--- config.mk ---
export PLATFORM = sky130hd
export DESIGN_NAME = fft_ctrl
export DESIGN_NICKNAME = d
export VERILOG_FILES = /design/src/rtl/fft_pkg.sv /design/src/rtl/fft_ctrl_delay.sv /design/src/rtl/fft_ctrl.sv
export SDC_FILE = /design/constraint.sdc
export NUM_CORES = 1
export LEC_CHECK = 0
export CORE_ASPECT_RATIO = 0.7
export CORE_MARGIN = 1
export CORE_UTILIZATION = 56
export DETAILED_ROUTE_END_ITERATION = 10
export PLACE_DENSITY = 0.85
export SYNTH_ARGS = -nofsm -noshare
export SYNTH_HDL_FRONTEND = slang
export SYNTH_HIERARCHICAL = 1
export SYNTH_SLANG_ARGS = --single-unit
--- constraint.sdc ---
create_clock -name clk -period 8 [get_ports clk]
set_clock_uncertainty 0.1 [all_clocks]
set_input_delay 1.6 -clock clk [delete_from_list [all_inputs] [get_ports clk]]
set_output_delay 1.6 -clock clk [all_outputs]
set_load 0.005 [all_outputs]
--- src/rtl/fft_pkg.sv ---
// Shared definitions for the radix-2 DIF FFT sequencer: default sizing,
// the sequencer state encoding and a constant-friendly ceil(log2) helper.
package fft_pkg;

   localparam int LOG2N_DEF      = 10;
   localparam int RAM_RD_LAT_DEF = 1;
   localparam int BFLY_LAT_DEF   = 1;
   localparam int N              = 2 ** LOG2N_DEF;
   localparam int PIPE           = RAM_RD_LAT_DEF + BFLY_LAT_DEF;

   typedef enum logic [1:0] {
      IDLE,
      RUN,
      DRAIN,
      DONE
   } fft_state_t;

   // Never returns less than 1 so the result can always size a vector.
   function automatic int clog2(input int value);
      int r;
      r = 0;
      for (int i = 0; i < 31; i++) begin
         if ((1 << r) < value) begin
            r = r + 1;
         end
      end
      return (r < 1) ? 1 : r;
   endfunction

endpackage

--- src/rtl/fft_ctrl_delay.sv ---
// Fixed-depth shift register with synchronous clear, used to align the
// butterfly enable and RAM write strobe/addresses with the read pipeline.
module ctrl_delay_line #(
   parameter int WIDTH = 1,
   parameter int DEPTH = 1
) (
   input  logic             clk,
   input  logic             rst,
   input  logic [WIDTH-1:0] din,
   output logic [WIDTH-1:0] dout
);

   logic [WIDTH-1:0] taps [DEPTH];

   // Clearing on reset guarantees no stale write strobe escapes after an abort.
   always_ff @(posedge clk) begin
      if (rst) begin
         for (int i = 0; i < DEPTH; i++) begin
            taps[i] <= '0;
         end
      end else begin
         taps[0] <= din;
         for (int i = 1; i < DEPTH; i++) begin
            taps[i] <= taps[i-1];
         end
      end
   end

   assign dout = taps[DEPTH-1];

endmodule

--- src/rtl/fft_ctrl.sv ---
// Stage/butterfly sequencer for an in-place radix-2 DIF FFT: drives RAM read
// pairs, twiddle address, butterfly enable and the delayed write-back pairs.
module fft_ctrl
   import fft_pkg::*;
#(
   parameter int LOG2N      = LOG2N_DEF,
   parameter int RAM_RD_LAT = RAM_RD_LAT_DEF,
   parameter int BFLY_LAT   = BFLY_LAT_DEF
) (
   input  logic                       clk,
   input  logic                       rst,
   input  logic                       start,
   output logic                       busy,
   output logic                       done,
   output logic [clog2(LOG2N)-1:0]    stage,
   output logic                       rd_en,
   output logic [LOG2N-1:0]           rd_addr_a,
   output logic [LOG2N-1:0]           rd_addr_b,
   output logic [LOG2N-2:0]           tw_addr,
   output logic                       bf_enable,
   output logic                       wr_en,
   output logic [LOG2N-1:0]           wr_addr_a,
   output logic [LOG2N-1:0]           wr_addr_b
);

   localparam int SW       = clog2(LOG2N);
   localparam int KW       = LOG2N - 1;
   localparam int PIPE_LAT = RAM_RD_LAT + BFLY_LAT;
   localparam int CW       = clog2(PIPE_LAT + 1);

   localparam logic [KW-1:0] K_LAST = '1;
   localparam logic [SW-1:0] S_LAST = SW'(LOG2N - 1);
   localparam logic [CW-1:0] D_LAST = CW'(PIPE_LAT - 1);

   fft_state_t      state, state_n;
   logic [SW-1:0]   stage_q, stage_n;
   logic [KW-1:0]   k, k_n;
   logic [CW-1:0]   dcnt, dcnt_n;

   logic [SW-1:0]    shr;
   logic [LOG2N-1:0] kx, span, jmask, j, base_a;

   always_ff @(posedge clk) begin
      if (rst) begin
         state   <= IDLE;
         stage_q <= '0;
         k       <= '0;
         dcnt    <= '0;
      end else begin
         state   <= state_n;
         stage_q <= stage_n;
         k       <= k_n;
         dcnt    <= dcnt_n;
      end
   end

   // DRAIN holds off reads for the full pipe so every write of a stage lands
   // before the next stage reads the same locations back.
   always_comb begin
      state_n = state;
      stage_n = stage_q;
      k_n     = k;
      dcnt_n  = dcnt;
      case (state)
         IDLE: begin
            if (start) begin
               state_n = RUN;
               stage_n = '0;
               k_n     = '0;
            end
         end
         RUN: begin
            if (k == K_LAST) begin
               state_n = DRAIN;
               dcnt_n  = '0;
            end else begin
               k_n = k + KW'(1);
            end
         end
         DRAIN: begin
            if (dcnt == D_LAST) begin
               if (stage_q == S_LAST) begin
                  state_n = DONE;
               end else begin
                  state_n = RUN;
                  stage_n = stage_q + SW'(1);
                  k_n     = '0;
               end
            end else begin
               dcnt_n = dcnt + CW'(1);
            end
         end
         DONE: begin
            state_n = IDLE;
         end
         default: begin
            state_n = IDLE;
         end
      endcase
   end

   // Base of a pair is k with its low log2(span) bits kept and the group
   // bits doubled, i.e. g*2*span + j without a multiplier.
   always_comb begin
      shr    = S_LAST - stage_q;
      kx     = {1'b0, k};
      span   = LOG2N'(1) << shr;
      jmask  = span - LOG2N'(1);
      j      = kx & jmask;
      base_a = ((kx & ~jmask) << 1) | j;
   end

   assign rd_en     = (state == RUN);
   assign rd_addr_a = rd_en ? base_a : '0;
   assign rd_addr_b = rd_en ? (base_a | span) : '0;
   assign tw_addr   = rd_en ? (j[LOG2N-2:0] << stage_q) : '0;
   assign busy      = (state == RUN) || (state == DRAIN);
   assign done      = (state == DONE);
   assign stage     = stage_q;

   ctrl_delay_line #(
      .WIDTH (1 + 2 * LOG2N),
      .DEPTH (PIPE_LAT)
   ) u_wr_delay (
      .clk  (clk),
      .rst  (rst),
      .din  ({rd_en, rd_addr_a, rd_addr_b}),
      .dout ({wr_en, wr_addr_a, wr_addr_b})
   );

   ctrl_delay_line #(
      .WIDTH (1),
      .DEPTH (RAM_RD_LAT)
   ) u_bf_delay (
      .clk  (clk),
      .rst  (rst),
      .din  (rd_en),
      .dout (bf_enable)
   );

endmodule

* Word level (Yosys, flattened, before mapping)
Memories as Yosys holds them, arrays and structs flattened. Index checks and enable logic that the tools add are counted.
Operators by class: reductions and logical operators 10, div/mod/pow operators 0, multiply operators 0, bitwise logic cells 7, shifts and indexed selects 2, order comparisons 0, mux-type cells 27, add/subtract/negate cells 5, equal/unequal tests 12
Operator list (number):
- $mux 9 | 5
- $mux 21 | 2
- $pmux 9 s3 | 1
- $mux 10 | 2
- $or 10x10->10 | 2
- $mux 2 | 6
- $mux 4 | 3
- $and 9x10->10 | 1
- $ne 2x2->1 const B | 5
- $shl 1x4->10 const A | 1
- $sub 10x1->10 const B | 1
- $add 9x1->9 const B | 1
- $and 9x9->9 | 1
- $eq 9x9->1 const B | 1
- $not 9->9 | 1
- $shl 9x4->9 | 1
- $pmux 2 s4 | 1
- $pmux 4 s2 | 1
- $reduce_and 3->1 | 2
- $mux 1 | 5
- $reduce_and 5->1 | 1
- $add 4x1->4 const B | 1
- $eq 2x1->1 const B | 2
- $eq 2x2->1 const B | 2
- other kinds (12) | 14
Word-level totals: bits in latches 0, flip-flop bits (word level) 17, memories 2, ROM bits 0, output and inout bits 58, memory bits (writable) 43, logic and storage cells 69, input bits 3
Memories:
- u_wr_delay.taps | depth 2, width 21, read ports 2, clocked after memory_dff 0, wr ports 2, RTL line fft_ctrl_delay.sv:13 | logic [WIDTH-1:0] taps [DEPTH];
- u_bf_delay.taps | depth 1, width 1, read ports 1, clocked after memory_dff 0, wr ports 1, RTL line fft_ctrl_delay.sv:13

* Depth between registers and ports, before layout
depth in word-level cells 9, mapped depth 11, mapped depth without buffers 9

* Modules after synthesis
Netlist, hierarchy kept.
Modules (own cells, without submodules):
- fft_ctrl | area each 1820.5 um2, instances 1, seq. area each 340.3 um2, cells an instance 252
- ctrl_delay_line (u_wr_delay) | area each 1281.2 um2, instances 1, seq. area each 840.8 um2, cells an instance 109
- ctrl_delay_line (u_bf_delay) | area each 33.8 um2, instances 1, seq. area each 20.0 um2, cells an instance 2

* Worst setup path before layout
OpenSTA, ideal clock, no wires.
path type reg2out, start point register stage_q[1] (netlist: stage[1]), end point output tw_addr[7], data arrival time 2.427 ns, stages on the path, launching flop included 10, buffers on the path 2, data required time 6.300 ns, path slack 3.873 ns, cells stage by stage dfxtp_1 clkbuf_1 inv_1 ha_1 buf_2 nor3_1 o41ai_1 mux2i_1 or4b_1 o311ai_2
On the way: word-level cells in the longest chain between the ends 6
RTL lines:
- start, declared | RTL line fft_ctrl.sv:36 | logic [SW-1:0] stage_q, stage_n;
- start signal, assigned | RTL line fft_ctrl.sv:51 | stage_q <= stage_n;
- $sub 4x4->4 | RTL line fft_ctrl.sv:105 | shr = S_LAST - stage_q;
- $shl 1x4->10 | RTL line fft_ctrl.sv:107 | span = LOG2N'(1) << shr;
- $sub 10x1->10 | RTL line fft_ctrl.sv:108 | jmask = span - LOG2N'(1);
- $and 9x10->10 | RTL line fft_ctrl.sv:109 | j = kx & jmask;
- $shl 9x4->9 * | RTL line fft_ctrl.sv:116 | assign tw_addr = rd_en ? (j[LOG2N-2:0] << stage_q) : '0;
- $mux 9 * | RTL line fft_ctrl.sv:116
- end, declared | RTL line fft_ctrl.sv:19 | output logic [LOG2N-2:0] tw_addr,
Mark *: on every way between the ends. The rest lies on a longest branch, timed or not.

* Worst setup path after layout
Ends and elaborated chain as after synthesis.

==> reports/qor.csv <==
metric,value,unit
setup_viol,0,
drt_iter0_markers,190,
multiInputGateArea,0.00163,mm²
path_clk_slew,0.08,ns
cp_max_fo,21,
min_from,u_wr_delay/taps[0][12],
synth_nets,379,
hold_end,u_wr_delay/taps[0][33],
max_stage_delay,0.75,ns
final_cell_area,0.00378,mm²
synth_fa_ha_area_frac,0.0519,
grt_util_all_layers,0.275,
path_delay_family,buffers and inverters,
ys.flop_type,dfxtp_1,
maxCapViolCount,0,
path_cells,"inv_1, ha_1, xor2_2, o41ai_2, mux2i_1, or4b_1, o311ai_2, clkdlybuf4s50_1",
overflow,0,
end_kind,output port,
portBuffers,60,
diodes,0,
seq_area_frac_synth,0.383,
final_util,0.711,
start_kind,register,
routed_wl,7640,µm
fmax,171,MHz
vias,2616,
synthTopCellsByArea,"dfxtp_1 38%, nor2b_1 9.2%, ha_1 5.2%",
cp.depth,8,
final_hold_viol_count,0,
die_w,91.4,µm
synth-edff-count,0,
drv_slew,0,
cts_buffer_depth,2,
synth_xor_area_frac,0.0247,
initial_utilization,0.590,
reg2reg_setup_slack,4.77,ns
drive_gt1_frac,0.0732,
async_flop_share,0,
die_area,0.00591,mm²
dp_hpwl,5390,µm
synth_top_family_by_area,simple AND/OR/NAND/NOR gates,
min_period,5.85,ns
holdWs,0.336,ns
post_cts_buffers,0,
postRouteAntennaNets,0,
syn_inst,363,
grt_max_degree,53,
relSlewSlack,0.376,
vias_per_cell,5.59,
synth.largest_area_cell,dfxtp_1,
final_nets,407,
crit_slowest_cell,dfxtp_1,
area_delta_synth_final,20.6,%
postCtsHoldBufs,0,
r2r-start,stage[1],
finalPower,860,µW
critPathBufInv,2,
n_fill_cell,438,
synth_top_area_share,0.383,
synth_cell_type_count,62,
worst_pin_slew,0.936,ns
place_area,0.00356,mm²
r2r-end,u_wr_delay/taps[0][4],
io_pins,61,
ys_seq_elements,60,
h-tree-depth,3,
cts.sinks,60,
p_per_area,228,mW/mm²
core,0.00531,mm²
status,"complete, no violations",
cts_root_buf,clkbuf_8,
r2r_cells,8,
place.gp.congestion,0.901,
critPathKind,reg2out,
die_h,64.6,µm
syn_area,0.00314,mm²
regArea,0.00120,mm²
post_cts_resize_count,0,
yosysWarnings,6,
rows,22,
finalSetupTns,0,ns
antenna_found_initial,0,
drcViolationCount,0,
cts_made_buffers,9,
grt_pass1_wl,12400,µm
avgRoutedWirePerCell,16.3,µm
p_leak,0.00135,µW
critical_path_arrival,4.15,ns
grt_pass1_vias,2498,
cp.required,6.30,ns
synthMuxAreaShare,0.0267,
fin_crit_sh,0.731,
rsz0062_at_grt,false,
dr.pass1.iters,4,
synth_compound_area_frac,0.171,
hold_path.class,reg2reg,
syn_area_per_cell,8.64,µm²
clock_latency,0.34,ns
cts_tree,built,
holdPathStages,1,
synth-simple-area-share,0.244,
vdd_drop_max,0.000115,V
-- sequential cells by signal (all words and copies together) (netlist names) --
signal / cells
k: 9
stage: 4
u_bf_delay/taps: 1
state: 2
u_wr_delay/taps: 42
dcnt: 2
-- placed cells by master (no fill, tap or decap), types with 5 or more instances in the layout --
cell,n
a21oi_1,23
and2_1,5
clkbuf_8,9
clkdlybuf4s50_1,59
dfxtp_1,60
ha_1,13
inv_1,10
mux2i_1,5
nand2_1,15
nand2b_1,6
nand3_1,11
nor2_1,33
nor2b_1,46
nor3_1,11
o21ai_0,17
xnor2_1,6
-- cells in the mapped netlist, types with 2 or more instances --
library cell,n
clkbuf_1,12
nor3b_1,2
dfxtp_1,60
xnor2_1,6
buf_2,7
o21a_1,4
nand4_1,4
buf_6,2
a21o_1,4
o31a_1,2
inv_1,10
nand2_1,15
o22ai_1,2
buf_4,21
ha_1,13
mux2i_1,5
nand3_1,11
o211ai_1,3
a21oi_1,23
and2_1,5
o31ai_1,3
o21ai_0,17
nor2_1,33
nand2b_1,6
nor3_1,11
nor2b_1,46
-- per-layer routing --
layer	part of all wire	GRT usage	up-vias	routed length, µm
met4	0.016	0.0893	0	124
met1	0.47	0.358	1227	3560
met2	0.45	0.437	93	3440
met3	0.068	0.0833	17	520
li1	-	-	1279	-
met5	0	0	-	0
-- cells by family after synthesis --
logic type | after synthesis
and+or+nand+nor | 141
xor gates and xnor gates | 8
buffers and inverters | 55
adders and majority gates | 13
DFF | 60
AOI/OAI and AO/OA | 79
muxes | 7
-- layout make-up --
type	count	area share
clock buffer	9	0.0328
clock inverter	7	0.0262
inverter	12	0.0119
multi-input combinational	248	0.430
sequential	60	0.318
tap	72	0.0238
timing repair buffer	60	0.158
-- power by group --
group | switching (µW) | leakage [µW] | internal (µW)
clock network | 125 | 0.000110 | 177
registers | 20.0 | 0.000484 | 316
logic | 138 | 0.000757 | 84.1
-- how the worst max path moves through the flow --
stage / endpoint / startpoint / slack (ns)
floorplan: tw_addr[7] / stage[1] / 3.87
global placement: tw_addr[3] / stage[1] / 2.73
detailed placement: tw_addr[7] / stage[1] / 2.59
CTS: tw_addr[7] / stage[1] / 2.21
global route: tw_addr[7] / stage[1] / 1.92
finish: tw_addr[7] / stage[1] / 2.15
-- metrics by stage --
stage / instances / worst slack [ns]
5_1_grt: 468 / 1.92
2_1_floorplan: 363 / 3.87
3_3_place_gp: 452 / 2.73
3_5_place_dp: 452 / 2.59
6_report: 468 / 2.15
4_1_cts: 468 / 2.21
Note: power is estimated with default switching activity, not from simulation.
